$ cat src/rtl/fp_compare_pipe.sv
// Two-stage streaming comparator for sign-magnitude floats with max/min select.
// Optional saturating greater-than counter when FP_CMP_STATS_EN is defined.
module fp_compare_pipe #(
  parameter int unsigned EXP_W = 4,
  parameter int unsigned MAN_W = 8
) (
  input  logic                   clk,
  input  logic                   rst_n,
`ifdef FP_CMP_STATS_EN
  input  logic                   stat_clear,
  output logic [15:0]            stat_gt_count,
`endif
  input  logic                   in_valid,
  output logic                   in_ready,
  input  logic [EXP_W+MAN_W:0]   in_a,
  input  logic [EXP_W+MAN_W:0]   in_b,
  input  logic                   in_sel_min,
  output logic                   out_valid,
  input  logic                   out_ready,
  output logic                   out_gt,
  output logic                   out_eq,
  output logic                   out_lt,
  output logic [EXP_W+MAN_W:0]   out_value
);

  localparam int unsigned W     = 1 + EXP_W + MAN_W;
  localparam int unsigned MAG_W = EXP_W + MAN_W;

  // Stage 1: operands plus pre-computed sign/magnitude relations
  logic             s1_valid_q, s1_valid_d;
  logic [W-1:0]     s1_a_q, s1_a_d;
  logic [W-1:0]     s1_b_q, s1_b_d;
  logic             s1_sel_min_q, s1_sel_min_d;
  logic             s1_sign_a_q, s1_sign_a_d;
  logic             s1_sign_b_q, s1_sign_b_d;
  logic             s1_mag_gt_q, s1_mag_gt_d;
  logic             s1_mag_eq_q, s1_mag_eq_d;
  logic             s1_zero_a_q, s1_zero_a_d;
  logic             s1_zero_b_q, s1_zero_b_d;

  // Stage 2: final flags and selected operand
  logic             s2_valid_q, s2_valid_d;
  logic             s2_gt_q, s2_gt_d;
  logic             s2_eq_q, s2_eq_d;
  logic             s2_lt_q, s2_lt_d;
  logic [W-1:0]     s2_value_q, s2_value_d;

  logic             s1_ready;
  logic             s2_ready;
  logic             cmp_gt;
  logic             cmp_eq;
  logic             cmp_lt;
  logic             take_b;
  logic [MAG_W-1:0] mag_a;
  logic [MAG_W-1:0] mag_b;

`ifdef FP_CMP_STATS_EN
  logic [15:0]      stat_cnt_q, stat_cnt_d;
`endif

  always_comb begin
    s1_valid_d   = s1_valid_q;
    s1_a_d       = s1_a_q;
    s1_b_d       = s1_b_q;
    s1_sel_min_d = s1_sel_min_q;
    s1_sign_a_d  = s1_sign_a_q;
    s1_sign_b_d  = s1_sign_b_q;
    s1_mag_gt_d  = s1_mag_gt_q;
    s1_mag_eq_d  = s1_mag_eq_q;
    s1_zero_a_d  = s1_zero_a_q;
    s1_zero_b_d  = s1_zero_b_q;
    s2_valid_d   = s2_valid_q;
    s2_gt_d      = s2_gt_q;
    s2_eq_d      = s2_eq_q;
    s2_lt_d      = s2_lt_q;
    s2_value_d   = s2_value_q;
    cmp_gt       = 1'b0;
    cmp_eq       = 1'b0;
    cmp_lt       = 1'b0;
    take_b       = 1'b0;
    mag_a        = in_a[MAG_W-1:0];
    mag_b        = in_b[MAG_W-1:0];

    s2_ready = !s2_valid_q || out_ready;
    s1_ready = !s1_valid_q || s2_ready;

    if (s1_ready) begin
      s1_valid_d = in_valid;
      if (in_valid) begin
        s1_a_d       = in_a;
        s1_b_d       = in_b;
        s1_sel_min_d = in_sel_min;
        s1_sign_a_d  = in_a[W-1];
        s1_sign_b_d  = in_b[W-1];
        s1_mag_gt_d  = mag_a > mag_b;
        s1_mag_eq_d  = mag_a == mag_b;
        s1_zero_a_d  = mag_a == '0;
        s1_zero_b_d  = mag_b == '0;
      end
    end

    // Zero check first so that +0 and -0 tie regardless of sign bits
    if (s1_zero_a_q && s1_zero_b_q) begin
      cmp_eq = 1'b1;
    end else if (s1_sign_a_q != s1_sign_b_q) begin
      cmp_gt = !s1_sign_a_q;
      cmp_lt = s1_sign_a_q;
    end else if (s1_mag_eq_q) begin
      cmp_eq = 1'b1;
    end else if (s1_sign_a_q) begin
      cmp_gt = !s1_mag_gt_q;
      cmp_lt = s1_mag_gt_q;
    end else begin
      cmp_gt = s1_mag_gt_q;
      cmp_lt = !s1_mag_gt_q;
    end

    take_b = s1_sel_min_q ? cmp_gt : cmp_lt;

    if (s2_ready) begin
      s2_valid_d = s1_valid_q;
      if (s1_valid_q) begin
        s2_gt_d    = cmp_gt;
        s2_eq_d    = cmp_eq;
        s2_lt_d    = cmp_lt;
        s2_value_d = take_b ? s1_b_q : s1_a_q;
      end
    end

`ifdef FP_CMP_STATS_EN
    stat_cnt_d = stat_cnt_q;
    if (stat_clear) begin
      stat_cnt_d = 16'h0000;
    end else if (s2_valid_q && out_ready && s2_gt_q && (stat_cnt_q != 16'hFFFF)) begin
      stat_cnt_d = stat_cnt_q + 16'd1;
    end
`endif
  end

  always_ff @(posedge clk) begin
    if (!rst_n) begin
      s1_valid_q   <= 1'b0;
      s1_a_q       <= '0;
      s1_b_q       <= '0;
      s1_sel_min_q <= 1'b0;
      s1_sign_a_q  <= 1'b0;
      s1_sign_b_q  <= 1'b0;
      s1_mag_gt_q  <= 1'b0;
      s1_mag_eq_q  <= 1'b0;
      s1_zero_a_q  <= 1'b0;
      s1_zero_b_q  <= 1'b0;
      s2_valid_q   <= 1'b0;
      s2_gt_q      <= 1'b0;
      s2_eq_q      <= 1'b0;
      s2_lt_q      <= 1'b0;
      s2_value_q   <= '0;
`ifdef FP_CMP_STATS_EN
      stat_cnt_q   <= 16'h0000;
`endif
    end else begin
      s1_valid_q   <= s1_valid_d;
      s1_a_q       <= s1_a_d;
      s1_b_q       <= s1_b_d;
      s1_sel_min_q <= s1_sel_min_d;
      s1_sign_a_q  <= s1_sign_a_d;
      s1_sign_b_q  <= s1_sign_b_d;
      s1_mag_gt_q  <= s1_mag_gt_d;
      s1_mag_eq_q  <= s1_mag_eq_d;
      s1_zero_a_q  <= s1_zero_a_d;
      s1_zero_b_q  <= s1_zero_b_d;
      s2_valid_q   <= s2_valid_d;
      s2_gt_q      <= s2_gt_d;
      s2_eq_q      <= s2_eq_d;
      s2_lt_q      <= s2_lt_d;
      s2_value_q   <= s2_value_d;
`ifdef FP_CMP_STATS_EN
      stat_cnt_q   <= stat_cnt_d;
`endif
    end
  end

  assign in_ready  = s1_ready;
  assign out_valid = s2_valid_q;
  assign out_gt    = s2_gt_q;
  assign out_eq    = s2_eq_q;
  assign out_lt    = s2_lt_q;
  assign out_value = s2_value_q;
`ifdef FP_CMP_STATS_EN
  assign stat_gt_count = stat_cnt_q;
`endif

endmodule

$ cat config.mk
export PLATFORM = sky130hd
export DESIGN_NAME = fp_compare_pipe
export DESIGN_NICKNAME = d
export VERILOG_FILES = /design/src/rtl/fp_compare_pipe.sv
export SDC_FILE = /design/constraint.sdc
export NUM_CORES = 1
export LEC_CHECK = 0
export ABC_AREA = 1
export CAP_MARGIN = 20
export CORE_MARGIN = 10
export CORE_UTILIZATION = 55
export CTS_CLUSTER_DIAMETER = 120
export DETAILED_ROUTE_END_ITERATION = 16
export GPL_TIMING_DRIVEN = 0
export PLACE_DENSITY_LB_ADDON = 0.2
export RECOVER_POWER = 50
export SLEW_MARGIN = 5
export SYNTH_ARGS = -nofsm -noshare
export SYNTH_HDL_FRONTEND = slang
export SYNTH_SLANG_ARGS = --single-unit
$ cat constraint.sdc
create_clock -name clk -period 3.1 [get_ports clk]
set_input_delay 0.775 -clock clk [delete_from_list [all_inputs] [get_ports clk]]
set_output_delay 0.775 -clock clk [all_outputs]
set_load 0.03 [all_outputs]
# Yosys cells after proc, flatten, opt, wreduce, memory -nomap -nowiden
# Index checks and enable logic that the tools add are counted.
[classes]
n_reduce_logical = 11
order_cmp = 1
muxes = 13
eq_ne = 2
[op_table]
columns = ["operator", "n"]
rows = [
  ["12-bit zero test", 2],
  ["13-bit 2-to-1 mux", 1],
  ["12-bit equality test", 1],
  ["12-bit greater-than comparator", 1],
  ["1-bit 2-to-1 mux", 12],
  ["1-bit zero test", 4],
  ["2-bit AND reduction", 2],
  ["1-bit logical OR", 2],
  ["1-bit logical AND", 1],
  ["1-bit inequality test", 1],
]
[word_totals]
ff_bits = 51
elab_cells = 42
out_inout_bits = 18

# Logic depth before layout (Yosys ltp)
# Gate-level depths: netlist of the first run.
[logic_depth]
ltp_word = 7
ltp_mapped = 11
depth_no_buf = 11

# Least setup slack after synthesis of the first run
# Ideal clock, no wire load.
[synth_timing]
path_kind = "input-to-output"
start = "in out_ready"
end = "out in_ready"
n_path_buf = 0
t_required_ns = 2.325
slack_ns = 1.228
stages = 2
t_arrival_ns = 1.097
cell_sequence = "inv_1 nand3_1"
[synth_between]
elab_chain_len = 2
[synth_rtl]
columns = ["item", "line", "rtl"]
rows = [
  ["start: declaration", "19", "input logic out_ready,"],
  ["1-bit logical OR", "84", "s2_ready = !s2_valid_q || out_ready;"],
  ["1-bit logical OR", "85", "s1_ready = !s1_valid_q || s2_ready;"],
  ["end: declaration", "14", "output logic in_ready,"],
]
# Every way passes these cells.

# Worst setup path in the final report of the first run
# Same ends and word-level chain as after synthesis.

==> results of run 1 <==
## metal layers
metal	wire length (um)	part of all wire
met1	2710	0.45
met5	0	0
met3	382	0.064
met4	130	0.022
met2	2770	0.46
## report_power, final
part           switching (uW)  internal, uW
sequential               29.4           675
combinational             189           147
clock                     220           160
## path summary, 6_finish.rpt
check,cells after the start,endpoint,slack [ps]
setup / recovery,4,in_ready,190
hold / removal,2,s1_a_q[3]$_SDFFE_PN0P_,490
setup reg to reg,7,out_value[1]$_SDFFE_PN0P_,1680
hold reg to reg,2,s1_a_q[3]$_SDFFE_PN0P_,490
## stage by stage
step                utilization  std cells  setup WS (ps)  area (um2)
floorplan                     -        333           1230        2460
detailed placement        0.691        433            263        3010
global route              0.710        441            111        3090
global placement          0.691        433            258        3010
finish                    0.710        441            188        3090
CTS                       0.711        441            255        3100
## cell families (layout without fill, tap and decap cells)
logic type,Yosys count,in the layout,synth area share
simple gates,155,155,0.309
buf+inv,56,112,0.105
compound gates,61,61,0.127
fa+ha+maj,12,12,0.0610
flops,49,49,0.399
## area by class of cell
type                            count  area, um2
Tap cell                           52       65.1
Clock inverter                      3       21.3
Buffer                             16        103
Fill cell                         379       1260
Sequential cell                    49        981
Clock buffer                        5       68.8
Multi-Input combinational cell    228       1220
Inverter                           40        150
Timing Repair Buffer               48        480
## tightest hold or removal path, cell delays in order (launching register included)
cell     delay (ps)
dfxtp_1         340
nor2_1           50
nor2_1           80
## sequential cells by signal, indices dropped and copies added, names as in the netlist
| signal | flops |
|---|---|
| out_value | 13 |
| s1_a_q | 13 |
| s1_b_q | 13 |
| out_eq | 1 |
| out_gt | 1 |
| out_lt | 1 |
| out_valid | 1 |
| s1_mag_eq_q | 1 |
| s1_mag_gt_q | 1 |
| s1_sel_min_q | 1 |
| s1_valid_q | 1 |
| s1_zero_a_q | 1 |
| s1_zero_b_q | 1 |
## cell usage in the layout (no fill, tap or decap)
master and n:
a21o_1 1, a21oi_1 25, a31oi_1 1, and2_1 1, buf_1 1, buf_12 1, buf_2 3, buf_6 3
clkbuf_1 8, clkbuf_8 5, clkdlybuf4s50_1 46, clkinv_2 1, clkinvlp_4 1, dfxtp_1 49, dlygate4sd3_1 2, ha_1 12
inv_1 40, inv_6 1, nand2_1 45, nand2_2 10, nand2_4 1, nand3_1 23, nand3_2 10, nand4_4 2
nor2_1 56, nor2_2 1, nor4_1 6, o211ai_1 1, o21ai_0 32, o21ai_1 1
==> results.ini, run 1 <==
[status]
status = complete, no violations

[timing]
fin_crit_sh = 0.939
hold_ws_ps = 494
fin_skew_ps = 7.81
rsz0062_at_grt = no
drv_slew = 0
slew_headroom = 0.664
final-setup-viol-count = 0
timing.fmax_mhz = 343
worst_pin_slew_ps = 504
hold_viol = 0
finalSetupTns_ps = 0
post-route-min-period_ps = 2910

[global_route]
grtUsageTotal = 0.160
antenna_found_initial = 0
busiest_layer = met2
grt_util_met3 = 0.0365
met2_usage = 0.266
grt_pass1_vias = 2226
grt_max_degree = 17
use_met1 = 0.186
globalRouteOverflowTotal = 0
grt_first_pass_wirelength_um = 9900

[yosys]
syn_inst = 333
yosys_warnings = 0
syn_area_per_cell_um2 = 7.39
synthMostInstantiatedCell = nor2_1
synth_common_cells = nor2_1, dfxtp_1, nand2_1, inv_1, o21ai_0
synth_top_area_cell = dfxtp_1
synth_cell_type_count = 25
yosys_most_used_dff = dfxtp_1
synth_edf_count = 0
syn-num-nets = 376
ys_seq_area_frac = 0.399
synth_area_leaders = dfxtp_1, nor2_1, nand2_1
synth_seq_cells = 49
post-synth-top-area-fraction = 0.399
async_flop_share = 0
syn_area_um2 = 2460

[min_path]
min-delay-start = s1_a_q[3]$_SDFFE_PN0P_
holdCritPathClass = reg -> reg

[setup_path]
slowest_stage = clkdlybuf4s50_1
cp-start-kind = primary input
cp-end-kind = output pin
path_max_fanout = 3
crit_buf_inv = 3
critPathTopFamily = buffers and inverters
critPathMaxStageDelay_ps = 690
timing.rr.start = out_valid$_SDFFE_PN0P_
crit_start = out_ready
arrival_ps = 2140
required_ps = 2320
worst-setup-path-type = in -> out
crit_chain = dlygate4sd3_1, inv_1, nand3_1, clkdlybuf4s50_1

[clock_tree]
clock-sinks = 49
root_buffer = clkbuf_8
cts_resized = 0
cts_htree_levels = 2
cts_buffer_depth = 2
hold_buffers = 0
cts_tree = built
clk_latency_ps = 300
clk_pin_slew_ps = 90
numCtsBuffers = 5
cts_setup_buffers = 0

[detailed_routing]
num_vias = 2314
drtAntennaViolNets = 0
routedWlPerCell_um = 13.6
routed_wl_um = 5990
dr.first_iter.drc_count = 127
vias_per_cell = 5.25
drtPass1Iterations = 6
drcViolationCount = 0

[pwr]
total_power_uw = 1420
leakagePower_uw = 0.00141
powerDensity_nw_per_um2 = 459
ir_drop_uv = 190

[flow_run]
maxCapViolCount = 0

[final_layout]
area_growth_pct = 25.6
fin_nets = 431
antenna-diode-count = 0
drive_gt1_frac = 0.100

[die]
io_pins = 49
start_util = 0.565
core_um2 = 4350
num_rows = 24
fp.dieW_um = 86.9
floorplan.die_area_um2 = 7550
die_h_um = 86.9

[place]
portBuffers = 48
routabilityCongestion = 0.824
dp_hpwl_um = 4770

Note: power is estimated with default switching activity, not from simulation.
==> run 2: changes to the inputs <==
Settings changed: CAP_MARGIN 20 to 10.
Clock period 3.1 ns to 3.4 ns, I/O delays scaled along.
==> results of run 2 <==
The final DEF is identical to that of run 1. Status: complete, no violations.
Among the figures that moved: setup slack after placement 263 ps -> 413 ps; setup slack after layout 188 ps -> 338 ps; register-to-register setup slack 1680 ps -> 1980 ps; total power 1420 uW -> 1290 uW; worst IR drop on VDD 190 uV -> 174 uV
